File: src/rtl/pc_unit.sv
// Fetch-stage program counter: sequential, jump, relative branch, call and return
// with a stall hold and a circular return-address stack.
module pc_unit #(
  parameter int                 WIDTH        = 32,
  parameter int                 STEP         = 1,
  parameter logic [WIDTH-1:0]   RESET_VECTOR = '0,
  parameter int                 RAS_DEPTH    = 4
) (
  input  logic             clk,
  input  logic             reset,
  input  logic             stall,
  input  logic             jump,
  input  logic [WIDTH-1:0] jump_target,
  input  logic             branch_taken,
  input  logic [WIDTH-1:0] branch_offset,
  input  logic             call,
  input  logic             ret,
  output logic [WIDTH-1:0] pc_out,
  output logic [WIDTH-1:0] pc_seq,
  output logic             ras_empty,
  output logic             ras_full,
  output logic             ras_overflow,
  output logic             ras_underflow
);

  localparam int PW = $clog2(RAS_DEPTH);
  localparam int CW = PW + 1;

  logic [WIDTH-1:0] pc_q, pc_d;
  logic [WIDTH-1:0] ras_q [RAS_DEPTH];
  logic [PW-1:0]    top_q, top_d;
  logic [CW-1:0]    cnt_q, cnt_d;
  logic             ovf_q, ovf_d;
  logic             unf_q, unf_d;
  logic             push;

  assign pc_seq        = pc_q + WIDTH'(STEP);
  assign pc_out        = pc_q;
  assign ras_empty     = (cnt_q == '0);
  assign ras_full      = (cnt_q == CW'(RAS_DEPTH));
  assign ras_overflow  = ovf_q;
  assign ras_underflow = unf_q;

  always_comb begin
    pc_d  = pc_q;
    top_d = top_q;
    cnt_d = cnt_q;
    ovf_d = 1'b0;
    unf_d = 1'b0;
    push  = 1'b0;
    if (stall) begin
      // redirects presented during a stall are intentionally dropped
      pc_d = pc_q;
    end else if (ret) begin
      if (ras_empty) begin
        pc_d  = pc_seq;
        unf_d = 1'b1;
      end else begin
        pc_d  = ras_q[top_q];
        top_d = top_q - PW'(1);
        cnt_d = cnt_q - CW'(1);
      end
    end else if (call) begin
      pc_d  = jump_target;
      push  = 1'b1;
      top_d = top_q + PW'(1);
      // when full the push lands on the oldest slot, so count stays put
      if (ras_full) ovf_d = 1'b1;
      else          cnt_d = cnt_q + CW'(1);
    end else if (jump) begin
      pc_d = jump_target;
    end else if (branch_taken) begin
      pc_d = pc_q + branch_offset;
    end else begin
      pc_d = pc_seq;
    end
  end

  always_ff @(posedge clk) begin
    if (reset) begin
      pc_q  <= RESET_VECTOR;
      top_q <= '0;
      cnt_q <= '0;
      ovf_q <= 1'b0;
      unf_q <= 1'b0;
    end else begin
      pc_q  <= pc_d;
      top_q <= top_d;
      cnt_q <= cnt_d;
      ovf_q <= ovf_d;
      unf_q <= unf_d;
      if (push) ras_q[top_d] <= pc_seq;
    end
  end

endmodule
File: config.mk
export PLATFORM = sky130hd
export DESIGN_NAME = pc_unit
export DESIGN_NICKNAME = d
export VERILOG_FILES = /design/src/rtl/pc_unit.sv
export SDC_FILE = /design/constraint.sdc
export NUM_CORES = 1
export LEC_CHECK = 0
export BUFFER_PORTS_ARGS = -buffer_cell sky130_fd_sc_hd__buf_2
export CAP_MARGIN = 20
export CORE_ASPECT_RATIO = 1.25
export CORE_MARGIN = 4
export CORE_UTILIZATION = 40
export DETAILED_ROUTE_END_ITERATION = 8
export SYNTH_ARGS = -nofsm -noshare
export SYNTH_HDL_FRONTEND = slang
export SYNTH_SLANG_ARGS = --single-unit
File: constraint.sdc
create_clock -name clk -period 5.5 [get_ports clk]
set_input_delay 0.825 -clock clk [delete_from_list [all_inputs] [get_ports clk]]
set_output_delay 0.825 -clock clk [all_outputs]
set_load 0.01 [all_outputs]
# == Yosys cells after proc, flatten, opt, wreduce, memory -nomap -nowiden ==
# Memories as Yosys holds them, arrays and structs flattened. A register that Yosys moved wholly into a read port is not among the register bits.
# Index checks and enable logic that the tools add are counted.
# word_totals
register_bits,39
latchBits,0
mem_bits_rw,128
mem_bits_ro,0
inputBits,71
out_inout_bits,68
wordCells,45
memories,1
# classes
n_addsub,6
mul,0
div_mod_pow,0
magnitude_cmp,0
eq_ne,3
shift,0
muxes,22
n_bitwise,3
n_reduce_logical,5
# memory_table
name,depth,width,read_ports,rd_clocked_by_memory_dff,write_ports,line,text
ras_q,4,32,1,1,1,30,logic [WIDTH-1:0] ras_q [RAS_DEPTH];
# op_table
cell,count
two-way mux 32 bit,5
"adder 32 x 1 -> 32 bit, second input constant",1
adder 32 bit,1
two-way mux 3 bit,4
two-way mux 2 bit,5
two-way mux 1 bit,8
"inequality test 2 bit, second input constant",2
AND reduction 4 bit,1
OR reduction 4 bit,1
"adder 3 x 1 -> 3 bit, second input constant",1
"== test 3 bit, second input constant",1
logical NOT 3 bit,1
inverter 1 bit,3
OR reduction 3 bit,1
"subtractor 3 x 1 -> 3 bit, second input constant",1
"adder 2 x 1 -> 2 bit, second input constant",1
nonzero test 2 bit,1
"subtractor 2 x 1 -> 2 bit, second input constant",1

# == Logic depth before layout (Yosys ltp) ==
# logic_depth
word_depth,6
depth_mapped,11
mapped_depth_nobuf,11

# == Least setup slack after synthesis ==
# OpenSTA, ideal clock, no wires.
# synth_path
kind,input to register
startpoint,input stall
endpoint,"memory ras_q[1][0], enable pin"
setup_ns,0.468
arrival_ns,4.058
required_ns,5.032
slack_ns,0.974
path_stages,4
path_buffers,1
path_cell_list,clkbuf_1 nor3_1 nand2_1 nor3b_1
# synth_via
elab_chain_cells,4
word_cells_on_any_way,5
classes_between,mux: 5
# synth_lines
item,line,text
"start, declared",11,"input logic stall,"
two-way mux 1 bit,51,if (stall) begin
two-way mux 1 bit,92,if (push) ras_q[top_d] <= pc_seq;
two-way mux 1 bit,80,if (reset) begin
two-way mux 1 bit (not written as such),92,
"end, declared",30,
# Parallel ways exist; a longest one is shown, timed or not.

# == Worst setup path in the final report ==
# layout_path
startpoint,"register pc_q[1], in the netlist pc_out[1]"
endpoint,output pc_seq[22]
# layout_via
elab_chain_cells,1
# layout_lines
item,line,text
"start, declared",29,"logic [WIDTH-1:0] pc_q, pc_d;"
"start signal, assigned",87,pc_q <= pc_d;
adder 32 x 1 -> 32 bit,37,assign pc_seq = pc_q + WIDTH'(STEP);
"end, declared",19,"output logic [WIDTH-1:0] pc_seq,"
# Every way passes these cells.

==> impl_metrics.env <==
export IMPL_status="completed"
export IMPL_placeableCoreArea_sq_mm=0.0233
export IMPL_cts_resized=0
export IMPL_grt_max_degree=53
export IMPL_start_kind="flop"
export IMPL_clock_latency_ns=0.43
export IMPL_slew_headroom_pct=34.9
export IMPL_diodes=0
export IMPL_synthCells=879
export IMPL_cts_buffers=17
export IMPL_postLayoutCoreUtil_pct=48.0
export IMPL_hold_path_class="flop to flop"
export IMPL_period_needed_ns=3.95
export IMPL_clkTransAtPathRegs_ns=0.07
export IMPL_overflow=0
export IMPL_synthTopCellsByArea="edfxtp_1 (40%), dfxtp_1 (8.2%), mux4_2 (7.6%), ha_1 (4.2%), a21oi_1 (3.9%)"
export IMPL_hold_viol=0
export IMPL_ctsHtreeMaxLevel=4
export IMPL_die_area_sq_mm=0.0264
export IMPL_multi_input_area_sq_mm=0.00460
export IMPL_worstPathRequired_ns=4.68
export IMPL_ys_seq_area_share_pct=48.5
export IMPL_via_per_inst=5.86
export IMPL_die_height_microns=181
export IMPL_synth_edff_count=128
export IMPL_worstSetupPathType="flop to output pin"
export IMPL_grt_pass1_vias=7493
export IMPL_setup_viol=0
export IMPL_grt_usage_pct=21.3
export IMPL_drc=0
export IMPL_cts_buffer_depth=2
export IMPL_power_leakage_nw=4.49
export IMPL_r2r_start="cnt_q[0]"
export IMPL_ctsHoldBuffers=0
export IMPL_ant_nets=0
export IMPL_post_dp_hpwl_mm=21.5
export IMPL_drtPass1Iterations=5
export IMPL_final_seq_area_sq_mm=0.00463
export IMPL_crit_fanout=8
export IMPL_crit_path_end_kind="output pin"
export IMPL_skew_ns=0.0113
export IMPL_synth_top_area_share_pct=40.3
export IMPL_cp_arrival_ns=3.13
export IMPL_cap_violations=0
export IMPL_synthDominantAreaCellType="edfxtp_1"
export IMPL_wire_per_inst_microns=22.1
export IMPL_ios=139
export IMPL_period_share_pct=71.9
export IMPL_postCtsSetupRepairBufs=0
export IMPL_clock_sinks=167
export IMPL_syn_area_sq_mm=0.00954
export IMPL_vdd_drop_max_v=0.000280
export IMPL_slew_violations=0
export IMPL_async_flop_share_pct=0
export IMPL_syn_nets=984
export IMPL_die_x_microns=146
export IMPL_fillCellCount=2168
export IMPL_final_nets=1108
export IMPL_antenna_found_initial=0
export IMPL_setup_tns_ns=0
export IMPL_synth_common_cells="edfxtp_1 (128), nor2_1 (81), a21oi_1 (74), nand2_1 (74)"
export IMPL_cts_root_buf="clkbuf_16"
export IMPL_core_rowCount=62
export IMPL_cts_tree="yes"
export IMPL_cellPowerDensity_mw_per_mm2=317
export IMPL_portBuffers=138
export IMPL_tightest_slew_ns=0.973
export IMPL_area_delta_synth_final_pct=17.1
export IMPL_synth_ff_type="edfxtp_1"
export IMPL_drtIter0Drc=654
export IMPL_rrSetupSlack_ns=2.09
export IMPL_rsz0062_at_grt="no"
export IMPL_r2r_end="ras_q[0][9]"
export IMPL_grt_pass1_wl_mm=43.7
export IMPL_start_util_pct=41.0
export IMPL_yosysMostFrequentCell="edfxtp_1"
export IMPL_postSynthAreaPerCell_sq_um=10.9
export IMPL_clock_fmax_ghz=0.253
export IMPL_worst_r2r_path_depth=7
export IMPL_vias=7641
export IMPL_whs_path_depth=2
export IMPL_hold_end="cnt_q[1]"
export IMPL_yosysWarnings=0
export IMPL_synth_seq_cells=167
export IMPL_routabilityCongestion=0.842
export IMPL_wl_mm=28.8
export IMPL_drive_above_1_share_pct=23.7
export IMPL_min_from="cnt_q[1]"
export IMPL_yosys_cell_types_count=69
==> report_power, final <==
group          total (W)  switching [W]  internal (W)
clock network    0.00130       0.000545      0.000759
registers        0.00148      0.0000679       0.00141
logic           0.000767       0.000461      0.000306
total            0.00355        0.00107       0.00247
==> routing by layer <==
metal | wire length (microns) | up-vias | global-route usage, % | part of all wire [%]
li1 | - | 3585 | - | -
met1 | 11700 | 3731 | 27.2 | 41
met2 | 14500 | 274 | 36.4 | 50
met3 | 1670 | 51 | 3.96 | 5.8
met4 | 919 | 0 | 7.57 | 3.2
met5 | 0 | - | 0 | 0
==> area by class of cell <==
class | count | share of cell area, %
Clock buffer | 20 | 4.09
Timing Repair Buffer | 159 | 7.59
Multi-Input combinational cell | 631 | 41.2
Clock inverter | 12 | 1.63
Inverter | 27 | 0.907
Sequential cell | 167 | 41.4
Tap cell | 288 | 3.22
==> worst max-delay path, stage by stage, from the launching register on <==
cell and delay, ns:
dfxtp_1 0.49, ha_1 0.27, and4_1 0.26, nand3_1 0.32, nor3_4 0.43, nand3_1 0.15, xnor2_1 0.52, buf_2 0.26
==> flip-flops by register name, summed over array words and instances (netlist names) <==
name / count
cnt_q: 3
pc_out: 32
ras_overflow: 1
ras_q: 128
ras_underflow: 1
top_q: 2
==> how the worst max path moves through the flow <==
stage                          start          end  slack (ns)  depth (start not counted)
floorplan                      stall  ras_q[1][0]        0.97                          4
global route               pc_out[0]   pc_seq[22]        1.32                          7
finish                     pc_out[1]   pc_seq[22]        1.55                          7
detailed placement  branch_offset[0]   pc_out[24]        1.91                         12
global placement    branch_offset[0]   pc_out[28]        1.97                         12
CTS                        pc_out[0]   pc_seq[22]        1.55                          7
==> logic make-up after synthesis <==
logic type | count (synthesis) | synth area share, %
AOI/OAI and AO/OA | 234 | 15.9
buffers and inverters | 81 | 3.51
adders and majority gates | 34 | 4.62
DFF | 167 | 48.5
xor gates and xnor gates | 57 | 5.23
and+or+nand+nor | 264 | 13.7
muxes | 42 | 8.63
==> layout by cell type (no fill, tap or decap), types with 4 or more instances in the layout <==
master | Yosys | layout
a222oi_1 | 5 | 5
nor2_1 | 81 | 81
o211ai_1 | 10 | 10
or3_1 | 6 | 5
and2_1 | 7 | 7
xor2_1 | 20 | 20
a221o_1 | 4 | 4
inv_1 | 27 | 27
a22oi_1 | 10 | 10
a31oi_1 | 7 | 7
a21o_1 | 22 | 22
o21ai_1 | 20 | 20
nand3_1 | 33 | 33
buf_2 | 8 | 138
xnor2_1 | 37 | 37
a211oi_1 | 15 | 15
and3_1 | 9 | 9
buf_4 | 5 | 21
edfxtp_1 | 128 | 128
mux4_2 | 32 | 32
clkbuf_16 | 0 | 17
ha_1 | 32 | 32
inv_6 | 0 | 4
a311oi_1 | 4 | 4
nand4_1 | 10 | 10
o21ai_0 | 22 | 22
a21oi_1 | 74 | 74
o21bai_1 | 5 | 5
o22ai_1 | 8 | 8
mux2i_1 | 8 | 8
nand2_1 | 74 | 74
nor3_1 | 17 | 16
dfxtp_1 | 39 | 38
==> through the flow <==
step	area [sq um]	setup WS, ns	total power [W]	hold slack, ns	instances
floorplan	9540	0.974	0.00201	0.472	879
global placement	10500	1.97	0.00227	0.511	1272
detailed placement	10500	1.91	0.00227	0.530	1272
CTS	11200	1.55	0.00357	0.540	1304
global route	11200	1.32	0.00369	0.562	1304
finish	11200	1.55	0.00355	0.541	1304
Power figures use the tool's default switching activity.
